**src/rtl/code_lock_param.sv**
```systemverilog
`default_nettype none
// ============================================================================
// Module      : code_lock_param
// Description : N-digit sequential code lock with failed-attempt lockout,
//               auto-relock timeout and in-field code programming.
// Revision    : 1.0 - initial release
// ============================================================================
module code_lock_param #(
    parameter int                            DIGIT_W      = 4,
    parameter int                            CODE_LEN     = 4,
    parameter logic [CODE_LEN*DIGIT_W-1:0]   DEFAULT_CODE = 16'h1234,
    parameter int                            MAX_FAILS    = 3,
    parameter int                            LOCKOUT_CYC  = 1000,
    parameter int                            UNLOCK_CYC   = 500
) (
    input  logic                             clk,
    input  logic                             reset,
    input  logic                             enter,
    input  logic [DIGIT_W-1:0]               digit,
    input  logic                             prog,
    input  logic                             relock,
    output logic                             locked,
    output logic                             unlocked,
    output logic                             error,
    output logic                             lockout,
    output logic                             prog_mode,
    output logic [$clog2(CODE_LEN+1)-1:0]    progress,
    output logic [$clog2(MAX_FAILS+1)-1:0]   fail_cnt
);

    localparam int CODE_W  = CODE_LEN * DIGIT_W;
    localparam int SH_W    = CODE_W - DIGIT_W;
    localparam int PROG_W  = $clog2(CODE_LEN + 1);
    localparam int FAIL_W  = $clog2(MAX_FAILS + 1);
    localparam int MAX_CYC = (LOCKOUT_CYC > UNLOCK_CYC) ? LOCKOUT_CYC : UNLOCK_CYC;
    localparam int TMR_W   = $clog2(MAX_CYC + 1);
    localparam int SLOTS   = 1 << PROG_W;

    localparam logic [PROG_W-1:0] C_LAST_DIGIT = PROG_W'(CODE_LEN - 1);
    localparam logic [FAIL_W-1:0] C_FAIL_LAST  = FAIL_W'(MAX_FAILS - 1);
    localparam logic [FAIL_W-1:0] C_FAIL_MAX   = FAIL_W'(MAX_FAILS);
    // Timers hold "cycles remaining minus one" so expiry is a zero test.
    localparam logic [TMR_W-1:0]  C_LOCK_LOAD  = TMR_W'(LOCKOUT_CYC - 1);
    localparam logic [TMR_W-1:0]  C_UNLK_LOAD  = TMR_W'(UNLOCK_CYC - 1);

    localparam logic [1:0] S_ENTRY    = 2'd0;
    localparam logic [1:0] S_UNLOCKED = 2'd1;
    localparam logic [1:0] S_PROGRAM  = 2'd2;
    localparam logic [1:0] S_LOCKOUT  = 2'd3;

    logic [1:0]         r_state,    w_state_nx;
    logic [TMR_W-1:0]   r_timer,    w_timer_nx;
    logic [CODE_W-1:0]  r_code,     w_code_nx;
    logic [SH_W-1:0]    r_shadow,   w_shadow_nx;
    logic               r_mismatch, w_mismatch_nx;
    logic [PROG_W-1:0]  w_progress_nx;
    logic [FAIL_W-1:0]  w_fails_nx;
    logic               w_error_nx;
    logic               w_locked_nx, w_unlocked_nx, w_lockout_nx, w_prog_mode_nx;
    logic [SH_W-1:0]    w_shadow_shift;
    logic [DIGIT_W-1:0] w_code_digit [SLOTS];
    logic               w_digit_bad;
    logic               w_last;

    // Slot 0 is the most significant digit, i.e. the first one entered.
    genvar gi;
    generate
        for (gi = 0; gi < SLOTS; gi++) begin : g_digit
            if (gi < CODE_LEN) begin : g_used
                assign w_code_digit[gi] = r_code[(CODE_LEN-1-gi)*DIGIT_W +: DIGIT_W];
            end else begin : g_unused
                assign w_code_digit[gi] = '0;
            end
        end
        if (SH_W > DIGIT_W) begin : g_shift_wide
            assign w_shadow_shift = {r_shadow[SH_W-DIGIT_W-1:0], digit};
        end else begin : g_shift_narrow
            assign w_shadow_shift = digit;
        end
    endgenerate

    assign w_digit_bad = (digit != w_code_digit[progress]);
    assign w_last      = (progress == C_LAST_DIGIT);

    always_ff @(posedge clk or posedge reset) begin
        if (reset) begin
            r_state    <= S_ENTRY;
            r_timer    <= '0;
            r_code     <= DEFAULT_CODE;
            r_shadow   <= '0;
            r_mismatch <= 1'b0;
            progress   <= '0;
            fail_cnt   <= '0;
            error      <= 1'b0;
            locked     <= 1'b1;
            unlocked   <= 1'b0;
            lockout    <= 1'b0;
            prog_mode  <= 1'b0;
        end else begin
            r_state    <= w_state_nx;
            r_timer    <= w_timer_nx;
            r_code     <= w_code_nx;
            r_shadow   <= w_shadow_nx;
            r_mismatch <= w_mismatch_nx;
            progress   <= w_progress_nx;
            fail_cnt   <= w_fails_nx;
            error      <= w_error_nx;
            locked     <= w_locked_nx;
            unlocked   <= w_unlocked_nx;
            lockout    <= w_lockout_nx;
            prog_mode  <= w_prog_mode_nx;
        end
    end

    always_comb begin
        w_state_nx    = r_state;
        w_timer_nx    = r_timer;
        w_code_nx     = r_code;
        w_shadow_nx   = r_shadow;
        w_mismatch_nx = r_mismatch;
        w_progress_nx = progress;
        w_fails_nx    = fail_cnt;
        w_error_nx    = 1'b0;
        case (r_state)
            S_ENTRY: begin
                if (enter) begin
                    if (w_last) begin
                        w_progress_nx = '0;
                        w_mismatch_nx = 1'b0;
                        if (r_mismatch || w_digit_bad) begin
                            w_error_nx = 1'b1;
                            if (fail_cnt == C_FAIL_LAST) begin
                                w_fails_nx = C_FAIL_MAX;
                                w_state_nx = S_LOCKOUT;
                                w_timer_nx = C_LOCK_LOAD;
                            end else begin
                                w_fails_nx = fail_cnt + 1'b1;
                            end
                        end else begin
                            w_fails_nx = '0;
                            w_state_nx = S_UNLOCKED;
                            w_timer_nx = C_UNLK_LOAD;
                        end
                    end else begin
                        w_progress_nx = progress + 1'b1;
                        w_mismatch_nx = r_mismatch | w_digit_bad;
                    end
                end
            end
            S_LOCKOUT: begin
                if (r_timer == '0) begin
                    w_state_nx = S_ENTRY;
                    w_fails_nx = '0;
                end else begin
                    w_timer_nx = r_timer - 1'b1;
                end
            end
            S_UNLOCKED: begin
                if (relock || (r_timer == '0)) begin
                    w_state_nx = S_ENTRY;
                end else if (prog) begin
                    w_state_nx    = S_PROGRAM;
                    w_progress_nx = '0;
                end else begin
                    w_timer_nx = r_timer - 1'b1;
                end
            end
            default: begin
                // Programming: the unlock timer is deliberately left frozen here.
                if (relock) begin
                    w_state_nx    = S_ENTRY;
                    w_progress_nx = '0;
                end else if (enter) begin
                    w_shadow_nx = w_shadow_shift;
                    if (w_last) begin
                        w_code_nx     = {r_shadow, digit};
                        w_state_nx    = S_UNLOCKED;
                        w_timer_nx    = C_UNLK_LOAD;
                        w_progress_nx = '0;
                    end else begin
                        w_progress_nx = progress + 1'b1;
                    end
                end
            end
        endcase
    end

    always_comb begin
        w_locked_nx    = (w_state_nx == S_ENTRY) || (w_state_nx == S_LOCKOUT);
        w_unlocked_nx  = (w_state_nx == S_UNLOCKED) || (w_state_nx == S_PROGRAM);
        w_lockout_nx   = (w_state_nx == S_LOCKOUT);
        w_prog_mode_nx = (w_state_nx == S_PROGRAM);
    end

endmodule
`default_nettype wire

```
**config.mk**
```make
export PLATFORM = sky130hd
export DESIGN_NAME = code_lock_param
export DESIGN_NICKNAME = d
export VERILOG_FILES = /design/src/rtl/code_lock_param.sv
export SDC_FILE = /design/constraint.sdc
export NUM_CORES = 1
export LEC_CHECK = 0
export ABC_AREA = 0
export BUFFER_PORTS_ARGS = -buffer_cell sky130_fd_sc_hd__buf_4
export CAP_MARGIN = 20
export CORE_MARGIN = 4
export CORE_UTILIZATION = 45
export DETAILED_ROUTE_END_ITERATION = 8
export RECOVER_POWER = 50
export SYNTH_ARGS = -nofsm -noshare
export SYNTH_HDL_FRONTEND = slang
export SYNTH_SLANG_ARGS = --single-unit
```
**constraint.sdc**
```tcl
create_clock -name clk -period 4.8 [get_ports clk]
set_input_delay 0.24 -clock clk [delete_from_list [all_inputs] [get_ports clk]]
set_output_delay 0.24 -clock clk [all_outputs]
set_load 0.02 [all_outputs]
```
==> summary.md <==
| Metric | Value |
|---|---|
| Max Clk Rate | 328.2 MHz |
| Crit path to | unlocked |
| FF-to-FF path depth | 7 |
| # nets final | 282 |
| CP max stage cell | a221o_1 |
| DRC Markers | 0 |
| Worst VDD drop | 227.2 µV |
| Clk pin slew, worst setup/hold paths | 0.09 ns |
| Req. time, crit path | 4.99 ns |
| Fin area | 0.003044 mm² |
| FF+latch count, synth | 51 |
| Post-CTS sizing | 0 |
| EDFF count, synth | 0 |
| Netlist cell types | 51 |
| Arrival @ worst endpoint | 3.24 ns |
| Port Buf Inserts | 18 |
| Placer Congestion | 0.8389 |
| Crit-path cells | mux4_2, nor4b_2, a22oi_1, a221o_1, a211oi_1, o31a_1, ha_1 |
| Post-synth top area cell | dfrtp_1 |
| Routed wire length | 5.452 mm |
| Post-synth top area share | 40.78% |
| RSZ-0062 raised after global routing | false |
| Mapped cell area | 0.002761 mm² |
| Max transition margin | 12.66% |
| Post-synthesis sequential area ratio | 46.49% |
| ANT cells | 0 |
| Post-route core utilization | 51.42% |
| Critical path class | register to register |
| Hold Path Class | input port to async pin |
| Syn Area/Cell | 11.18 µm² |
| Initial antenna violation count | 0 |
| Max_cap viols | 0 |
| Reg-to-reg setup timing slack | 1.75 ns |
| Pleak | 0.001364 µW |
| Synthesized Nets | 265 |
| Row cnt | 28 |
| Period Utilization, post-route | 63.48% |
| Most numerous cell in the Yosys netlist | dfrtp_1 |
| Critical Path Sink Type | register |
| Power per cell area | 548.0 mW/mm² |
| Vias in the first global route | 1,922 |
| Family with the most delay on the worst path | compound AO/OA/AOI/OAI gates |
| Hpwl dp | 3.929 mm |
| Inserted Clock Buffers | 5 |
| Worst slew pin tran | 1.310 ns |
| Largest net degree at the start of global routing | 52 |
| Final Hold Fails | 0 |
| Post-DP Area | 0.002938 mm² |
| CTS tree | done |
| WL/cell | 16.04 µm |
| Startpoint types | register |
| Post-route minimum period | 3.047 ns |
| Overall routing resource usage | 16.38% |
| Chip height | 86.34 µm |
| CTS Root Cell | clkbuf_8 |
| Yosys warnings | 0 |
| H-tree depth | 2 |
| First-pass GRT wire length | 9.646 mm |
| Status | completed |
| Slowest stage delay, CP | 0.60 ns |
| Hold bufs inserted after CTS | 0 |
| FFs w/ async S/R, synth | 100.0% |
| DIE AREA | 0.007454 mm² |
| Via count | 1,925 |
| Critical Path Source | progress[0] |
| Layout cells sized above 1 | 24.15% |
| Area grow syn2layout | 10.24% |
| Setup Skew | 0.004957 ns |
| Core Area | 0.005921 mm² |
| Top FF cell, synth | dfrtp_1 |
| Worst path depth | 7 |
| Setup Viol. Count Final | 0 |
| Post-synthesis cell count | 247 |
| GRT overflow | 0 |
| Worst skew pair latency | 0.31 ns |
| CP max FO | 18 |
| Final Max Slew Viols | 0 |
| Worst-case clock buffer depth | 2 |
| Vias per cell | 5.662 |
| Clock Sinks | 51 |
| DRT Pass-1 Iters | 4 |
| Synth area leaders | dfrtp_1, mux2_2, dfstp_2 |
| Initial Utilization | 46.64% |
| R2r endpoint | unlocked |
| Worst R2R Start | progress[0] |
| Total negative setup slack | 0 ns |
| Initial DRC count | 88 |
| Post-synth top cells | dfrtp_1, mux2_2, inv_1, nor2_1, nand2_1 |
| IO Pins | 19 |
| Buf+Inv Stages, Crit Path | 0 |
| # Post-CTS Setup Buffers | 0 |
| Die Wd | 86.34 µm |
| Antenna-violating nets left | 0 |
how the worst min path moves through the flow:
| stage | end | slack, ns |
|---|---|---|
| after detailed placement | r_mismatch | 0.49 |
| after global placement | r_mismatch | 0.48 |
| after CTS | r_shadow[1] | 0.19 |
| final | progress[1] | 0.16 |
| after floorplan | r_shadow[0] | 0.39 |
| after global routing | r_shadow[1] | 0.19 |
through the flow:
step	cells	setup slack [ns]	hold WS, ns	power, µW
after global placement	331	1.809	0.4767	1361
after floorplan	247	1.985	0.3906	1198
after detailed placement	331	1.759	0.4913	1376
after global routing	340	1.427	0.1948	1803
final	340	1.753	0.1581	1668
after CTS	339	1.723	0.1922	1697
logic make-up after synthesis:
group / count (synthesis) / synth area share, %
simple gates: 57 / 11.37
mux: 37 / 16.67
xor+xnor: 4 / 1.269
fa+ha+maj: 9 / 4.078
flops: 51 / 46.49
buf+inv: 30 / 4.894
compound gates: 59 / 15.22
per-layer routing:
metal  share of wire [%]  vias up  global-route usage, %
met5                   0        -                      0
met4                 1.5        0                  5.807
met3                 3.9        7                  3.802
met2                  44       27                  23.92
met1                  50      948                  23.81
li1                    -      943                      -
registers in the layout, summed over array words and instances, names as in the netlist:
register,count
r_mismatch,1
prog_mode,1
progress,3
r_timer,10
locked,1
error,1
r_state,2
fail_cnt,2
r_code,16
lockout,1
r_shadow,12
unlocked,1
worst register-to-register path: stages, from the launching register on:
cell,delay [ns]
dfrtp_1,0.55
mux4_2,0.59
nor4b_2,0.22
a22oi_1,0.09
a221o_1,0.60
a211oi_1,0.48
o31a_1,0.17
ha_1,0.23
layout by cell type (no fill, tap or decap), types with 4 or more instances in the layout:
cell type	n
dfrtp_1	45
o21ai_0	9
mux2_2	29
buf_4	13
nand2_1	11
inv_1	20
clkbuf_1	6
clkbuf_8	6
dfstp_2	6
o22ai_1	5
ha_1	9
nor2_1	16
a21oi_1	8
a211oi_1	6
nand2b_1	5
mux2i_1	4
where the power goes:
group / switching, µW / internal [µW] / total, µW
clock network: 145 / 172 / 317
registers: 139 / 611 / 750
logic: 315 / 286 / 601
final cells by class:
type                    instances  area (µm²)
clock buffers                   6       82.58
inverters                      20       75.07
multi-input cells             166        1343
fillers                       549        2877
well taps                      75       93.84
flip-flops and latches         51        1284
clock inverters                 2       38.79
repair buffers                 20       127.6
Power figures use the tool's default switching activity.
